## src/rtl/sys_ctrl_tx_q.sv

```systemverilog
// sys_ctrl_tx_q: queues ALU results and register reads, then serializes them LSB-first to a UART TX.
// Optional build macro CTRL_TX_TAG_EN prefixes each entry with a tag byte (A1 = ALU, B2 = RdData).
module sys_ctrl_tx_q #(
    parameter int ALU_W = 16,
    parameter int DEPTH = 4
) (
    input  logic             CLK,
    input  logic             RST,
    input  logic [ALU_W-1:0] ALU_OUT,
    input  logic             OUT_Valid,
    input  logic [7:0]       RdData,
    input  logic             RdData_Valid,
    input  logic             Busy,
    output logic [7:0]       TX_P_DATA,
    output logic             TX_D_VLD,
    output logic             Q_Full,
    output logic [7:0]       Drop_Cnt
);
    // state | meaning
    // IDLE  | waiting for a queued entry and Busy low
    // TAG   | emit tag byte (CTRL_TX_TAG_EN only)
    // SEND  | emit the low byte of the shift register
    // ACK   | wait for UART to raise Busy
    // DONE  | wait for Busy low, then next byte or back to IDLE
    localparam int          AW        = $clog2(DEPTH);
    localparam logic [AW:0] DEPTH_C   = (AW+1)'(DEPTH);
    localparam logic [2:0]  ALU_BYTES = 3'(ALU_W / 8);

    typedef enum logic [2:0] {
        IDLE = 3'd0,
        SEND = 3'd1,
        ACK  = 3'd2,
        DONE = 3'd3
`ifdef CTRL_TX_TAG_EN
        , TAG = 3'd4
`endif
    } state_t;

    logic [ALU_W:0]   mem_q [DEPTH];
    logic [AW-1:0]    wptr_q, wptr_d, rptr_q, rptr_d, rd_slot;
    logic [AW:0]      occ_q, occ_d, free_w;
    logic             q_full_q;
    logic [7:0]       drop_q, drop_d;
    logic [8:0]       drop_sum;
    logic             push_alu, push_rd, pop;
    logic [1:0]       n_push, n_drop;
    state_t           state_q, state_d;
    logic [2:0]       bytes_q, bytes_d;
    logic [ALU_W-1:0] shift_q, shift_d;
    logic [7:0]       tx_data_q, tx_data_d;
    logic             tx_vld_q, tx_vld_d;
    logic [ALU_W:0]   head;
`ifdef CTRL_TX_TAG_EN
    logic             typ_q, typ_d, tagph_q, tagph_d;
`endif

    // Free slots are judged on the occupancy before this cycle's pop.
    assign free_w   = DEPTH_C - occ_q;
    assign push_alu = OUT_Valid && (free_w != '0);
    assign push_rd  = RdData_Valid && (OUT_Valid ? (free_w >= (AW+1)'(2)) : (free_w != '0));
    assign n_push   = {1'b0, push_alu} + {1'b0, push_rd};
    assign n_drop   = ({1'b0, OUT_Valid} + {1'b0, RdData_Valid}) - n_push;
    assign pop      = (state_q == IDLE) && (occ_q != '0) && !Busy;
    assign occ_d    = occ_q + (AW+1)'(n_push) - (AW+1)'(pop);
    assign wptr_d   = wptr_q + AW'(n_push);
    assign rptr_d   = rptr_q + AW'(pop);
    assign rd_slot  = push_alu ? wptr_q + AW'(1) : wptr_q;
    assign drop_sum = {1'b0, drop_q} + 9'(n_drop);
    assign drop_d   = drop_sum[8] ? 8'hFF : drop_sum[7:0];
    assign head     = mem_q[rptr_q];

    always_ff @(posedge CLK) begin
        if (push_alu) mem_q[wptr_q]  <= {1'b0, ALU_OUT};
        if (push_rd)  mem_q[rd_slot] <= {1'b1, {(ALU_W-8){1'b0}}, RdData};
    end

    always_comb begin
        state_d   = state_q;
        bytes_d   = bytes_q;
        shift_d   = shift_q;
        tx_data_d = tx_data_q;
        tx_vld_d  = 1'b0;
`ifdef CTRL_TX_TAG_EN
        typ_d     = typ_q;
        tagph_d   = tagph_q;
`endif
        case (state_q)
            IDLE: begin
                if (pop) begin
                    shift_d = head[ALU_W-1:0];
                    bytes_d = head[ALU_W] ? 3'd1 : ALU_BYTES;
`ifdef CTRL_TX_TAG_EN
                    typ_d   = head[ALU_W];
                    state_d = TAG;
`else
                    state_d = SEND;
`endif
                end
            end
`ifdef CTRL_TX_TAG_EN
            TAG: begin
                tx_data_d = typ_q ? 8'hB2 : 8'hA1;
                tx_vld_d  = 1'b1;
                tagph_d   = 1'b1;
                state_d   = ACK;
            end
`endif
            SEND: begin
                tx_data_d = shift_q[7:0];
                tx_vld_d  = 1'b1;
                state_d   = ACK;
            end
            ACK: begin
                if (Busy) state_d = DONE;
            end
            DONE: begin
                if (!Busy) begin
`ifdef CTRL_TX_TAG_EN
                    if (tagph_q) begin
                        tagph_d = 1'b0;
                        state_d = SEND;
                    end else
`endif
                    begin
                        bytes_d = bytes_q - 3'd1;
                        shift_d = shift_q >> 8;
                        state_d = (bytes_q == 3'd1) ? IDLE : SEND;
                    end
                end
            end
            default: state_d = IDLE;
        endcase
    end

    always_ff @(posedge CLK) begin
        if (RST) begin
            wptr_q    <= '0;
            rptr_q    <= '0;
            occ_q     <= '0;
            q_full_q  <= 1'b0;
            drop_q    <= '0;
            state_q   <= IDLE;
            bytes_q   <= '0;
            shift_q   <= '0;
            tx_data_q <= '0;
            tx_vld_q  <= 1'b0;
`ifdef CTRL_TX_TAG_EN
            typ_q     <= 1'b0;
            tagph_q   <= 1'b0;
`endif
        end else begin
            wptr_q    <= wptr_d;
            rptr_q    <= rptr_d;
            occ_q     <= occ_d;
            q_full_q  <= (occ_d == DEPTH_C);
            drop_q    <= drop_d;
            state_q   <= state_d;
            bytes_q   <= bytes_d;
            shift_q   <= shift_d;
            tx_data_q <= tx_data_d;
            tx_vld_q  <= tx_vld_d;
`ifdef CTRL_TX_TAG_EN
            typ_q     <= typ_d;
            tagph_q   <= tagph_d;
`endif
        end
    end

    assign TX_P_DATA = tx_data_q;
    assign TX_D_VLD  = tx_vld_q;
    assign Q_Full    = q_full_q;
    assign Drop_Cnt  = drop_q;
endmodule
```

## config.mk

```make
export PLATFORM = sky130hd
export DESIGN_NAME = sys_ctrl_tx_q
export DESIGN_NICKNAME = d
export VERILOG_FILES = /design/src/rtl/sys_ctrl_tx_q.sv
export SDC_FILE = /design/constraint.sdc
export NUM_CORES = 1
export LEC_CHECK = 0
export BUFFER_PORTS_ARGS = -buffer_cell sky130_fd_sc_hd__buf_2
export CAP_MARGIN = 20
export CORE_AREA = 2 2 86 129
export CTS_CLUSTER_SIZE = 25
export DETAILED_ROUTE_END_ITERATION = 10
export DIE_AREA = 0 0 88 131
export GPL_TIMING_DRIVEN = 0
export PLACE_DENSITY_LB_ADDON = 0.2
export SYNTH_ARGS = -nofsm -noshare
export SYNTH_HDL_FRONTEND = slang
export SYNTH_SLANG_ARGS = --single-unit
```

## constraint.sdc

```tcl
create_clock -name CLK -period 3.2 [get_ports CLK]
set_input_delay 0.16 -clock CLK [delete_from_list [all_inputs] [get_ports CLK]]
set_output_delay 0.16 -clock CLK [all_outputs]
set_load 0.01 [all_outputs]
```

==> results_tabular.tex <==
\begin{tabular}{lr}
\hline
Metric & Value \\
\hline
\multicolumn{2}{l}{\textbf{Final layout}} \\
Area added between synthesis and finish & 20.8\% \\
Most common cell after layout, fill and taps aside & nand2\_1 \\
Net count, final & 660 \\
Fraction of the core area covered by cells at the end of the flow & 63.5\% \\
Number of antenna cells inserted & 0 \\
Ratio of cells with drive above 1 in the final layout & 21.8\% \\
Leading cell types in the layout, fill and taps excluded & nand2\_1 (109), dfxtp\_1 (80), buf\_2 (54) \\
Post-route cell area & 0.00662 mm2 \\
\multicolumn{2}{l}{\textbf{Logic synthesis}} \\
Total number of yosys warnings & 0 \\
Synthesized-area fraction occupied by ao, oa, aoi and oai cells & 8.41\% \\
Post-synthesis simple-gate area fraction & 14.9\% \\
Cell Area, Synth & 0.00548 mm2 \\
Flip-flop cell with the highest count after synthesis & dfxtp\_1 \\
Synth unique cells & 42 \\
Synthesized area divided by synthesized cell count & roughly 10 um2 \\
Largest family of logic cells by synthesized area & multiplexers \\
Mux contribution to synthesized area & 15.9\% \\
Proportion of synthesized flip-flops having asynchronous set or reset & 0\% \\
Total nets after synthesis & around 590 \\
Synthesized-area fraction occupied by adder cells & 5.98\% \\
Number of instances in the synthesized netlist & about 540 \\
XOR/XNOR Fraction of Synth Area & 1.76\% \\
Number of enable-type register cells in the synthesized netlist & 32 \\
Post-synthesis sequential area ratio & 47.5\% \\
Synth Register Bits & 114 \\
\multicolumn{2}{l}{\textbf{Timing}} \\
Setup repair after global routing missed its margin & true \\
Final count of hold timing violations & 0 \\
Setup violations, final & 0 \\
Time the worst path needs with I/O delays and setup & 3.16 ns \\
Hold slack & 0.0224 ns \\
Maximum clock frequency & 0.316 GHz \\
Part of the cycle the worst path needs & $\sim$100\% \\
Worst setup margin & 0.0401 ns \\
Post-route clock skew & $\sim$0.0085 ns \\
Number of max-slew violations in the final report & 0 \\
Least-Margin Pin Slew & 0.623 ns \\
Normalized max-slew margin & 58.2\% \\
\multicolumn{2}{l}{\textbf{Floorplan}} \\
Die H & about 130 um \\
Starting Density & 52.6\% \\
Core region area & between 0.01 and 0.015 mm2 \\
Site row count & between 40 and 50 \\
Die Span X & 88 um \\
Top Ports & 47 \\
Area of the die & 0.0115 mm2 \\
\multicolumn{2}{l}{\textbf{Global route}} \\
Global-route wire length before repair & 20200 um \\
GRT Total Usage & 23.9\% \\
Largest net degree at the start of global routing & 17 \\
Vias in the first global route & 4213 \\
Grt ovf & 0 \\
Initial antenna violation count & 0 \\
\multicolumn{2}{l}{\textbf{Critical path}} \\
R2R cell count & 16 \\
Arrival time of data at the critical path endpoint & 3.50 ns \\
Max FO, Critical Path & 5 \\
Kind of critical path & flop to flop \\
Sort of element at the start of the critical path & flop \\
Data required time at the worst endpoint & 3.54 ns \\
Endpoint kind of the worst setup timing path & flop \\
Critical path launch point & occ\_q[1] \\
Launching point of the worst reg2reg path & occ\_q[1] \\
\multicolumn{2}{l}{\textbf{Place}} \\
PortBufs & 45 \\
Worst slack, placed & -0.385 ns \\
Sum of net half-perimeters after detailed placement & 9050 um \\
Placed cell areas & 0.00588 mm2 \\
Routability cong. & $\sim$0.8 \\
\multicolumn{2}{l}{\textbf{Clock network}} \\
Number of buffers inserted by hold repair at cts & 0 \\
Number of clock buffers inserted by TritonCTS & 17 \\
Post-CTS clock slew at the launch and capture registers of the worst setup and hold paths & 0.05 ns \\
CTS Sinks & 114 \\
CTS tree & built \\
Clk buf depth & 2 \\
Buffer type at the clock tree root & clkbuf\_16 \\
Insertion delay to the later sink of the worst-skew pair & 0.41 ns \\
H-tree levels & 4 \\
\multicolumn{2}{l}{\textbf{Pwr}} \\
Internal power component & approximately 4.4 mW \\
Share of total power consumed by net switching & 33.2\% \\
Net load switching power & $\sim$2.2 mW \\
VDD IR-drop max & 0.459 mV \\
Total power draw & 6.61 mW \\
Areal power density over the cells & approximately 1000 mW/mm2 \\
Seq pwr share & 34.5\% \\
Logic pwr share & a little under two fifths \\
Leakage & 2.67 nW \\
Power share of the clock group & 28.6\% \\
\multicolumn{2}{l}{\textbf{Detailed routing}} \\
Detailed Route WL & about 13000 um \\
Count of vias placed by the detailed router & 4105 \\
Number of DRC markers in iteration 0 & 288 \\
Vias/cell & 5.39 \\
Average routed wire per standard cell & 17.0 um \\
Number of iterations in the first detailed-routing pass & 4 \\
DRT antenna net count & 0 \\
Remaining routing DRC violations & 0 \\
\multicolumn{2}{l}{\textbf{Hold path}} \\
Cell count of the worst hold path & 3 \\
Hold Crit Start & ALU\_OUT[14] \\
Type of the tightest min-delay check & input port to flop \\
\multicolumn{2}{l}{\textbf{Job}} \\
Max-cap violation count & 0 \\
\multicolumn{2}{l}{\textbf{Run status}} \\
Result of the run & finished, final reports clean \\
\hline
\end{tabular}
## through the flow
step / instances / setup TNS [ns]
2_1_floorplan: 535 / 0
3_3_place_gp: 724 / -1.33
3_5_place_dp: 724 / -2.41
4_1_cts: 755 / 0
5_1_grt: 762 / -0.832
6_report: 762 / 0
## power by group through the flow
stage | clock network [mW] | registers [mW] | logic (mW)
floorplan | 0 | 2.25 | 1.73
global route | 1.98 | 2.34 | 2.69
global placement | 0 | 2.27 | 2.22
CTS | 1.90 | 2.28 | 2.36
detailed placement | 0 | 2.30 | 2.31
finish | 1.89 | 2.28 | 2.44
## cells by family after synthesis
group / count (synthesis)
adders and majority gates: 25
buffers and inverters: 57
muxes: 66
and+or+nand+nor: 187
DFF: 114
xor gates and xnor gates: 11
AOI/OAI and AO/OA: 75
## worst paths after layout
check	end	slack, ns
setup reg to reg	Drop_Cnt[0]	0.04
hold reg to reg	mem_q[1][16]	0.45
setup / recovery	Drop_Cnt[0]	0.04
hold / removal	mem_q[0][14]	0.02
## sequential cells by signal, summed over array words and instances, names as in the netlist
register / cells
state_q: 2
mem_q: 68
Drop_Cnt: 8
Q_Full: 1
rptr_q: 2
shift_q: 16
wptr_q: 2
occ_q: 3
bytes_q: 3
TX_P_DATA: 8
TX_D_VLD: 1
## Yosys cell counts, types with 2 or more instances
| library cell | instances | area, um2 |
|---|---|---|
| nor3_1 | 7 | 35.0 |
| mux4_2 | 17 | 383 |
| clkbuf_1 | 9 | 33.8 |
| a211oi_1 | 10 | 75.1 |
| nor3b_1 | 2 | 15.0 |
| and2_1 | 4 | 25.0 |
| and3_1 | 3 | 18.8 |
| a22oi_1 | 8 | 60.1 |
| nand3_1 | 7 | 35.0 |
| mux2i_1 | 49 | 490 |
| nor2b_1 | 8 | 50.1 |
| nand2_1 | 109 | 409 |
| edfxtp_1 | 32 | 961 |
| nand2b_1 | 6 | 37.5 |
| xnor2_1 | 9 | 78.8 |
| ha_1 | 23 | 288 |
| buf_2 | 9 | 45.0 |
| buf_6 | 9 | 101 |
| inv_1 | 25 | 93.8 |
| a21o_1 | 4 | 30.0 |
| buf_4 | 2 | 15.0 |
| dfxtp_1 | 82 | 1640 |
| xor2_1 | 2 | 17.5 |
| fa_1 | 2 | 40.0 |
| buf_1 | 2 | 7.51 |
| a21oi_1 | 42 | 210 |
| o21ai_0 | 3 | 15.0 |
| nor2_1 | 34 | 128 |
| o21a_1 | 3 | 22.5 |
## metal layers
layer | routed length, um | share of wire [%] | up-vias | global-route usage (%)
met5 | 0 | 0 | - | 0
met4 | 335 | 2.6 | 0 | 10.2
met3 | 615 | 4.7 | 28 | 6.66
met2 | 7080 | 55 | 117 | 43.8
met1 | 4940 | 38 | 1976 | 25.1
li1 | - | - | 1984 | -
## timing repair
action / 4_1_cts / 5_1_grt
endpoints found under the hold margin: 0 / 0
setup buffers: 0 / 7
pin swaps: 9 / 15
resized for setup: 9 / 9
setup endpoints to repair: 8 / 8
## critical path: stages, from the launching register on
cell,delay (ns)
dfxtp_2,0.34
inv_2,0.05
ha_4,0.16
ha_4,0.25
nand4bb_1,0.10
and3_1,0.17
buf_6,0.13
ha_4,0.25
xor2_2,0.15
ha_2,0.19
xnor2_2,0.15
xnor2_2,0.23
fa_2,0.27
inv_2,0.05
nor2_4,0.13
nand4_1,0.24
a21oi_1,0.22
## cell type report
cell class,count,area [um2]
Clock inverter,2,37.5
Multi-Input combinational cell,364,2650
Buffer,31,203
Clock buffer,29,563
Timing Repair Buffer,52,278
Tap cell,144,180
Fill cell,868,3800
Sequential cell,114,2610
Inverter,26,97.6
Note: power is estimated with default switching activity, not from simulation.
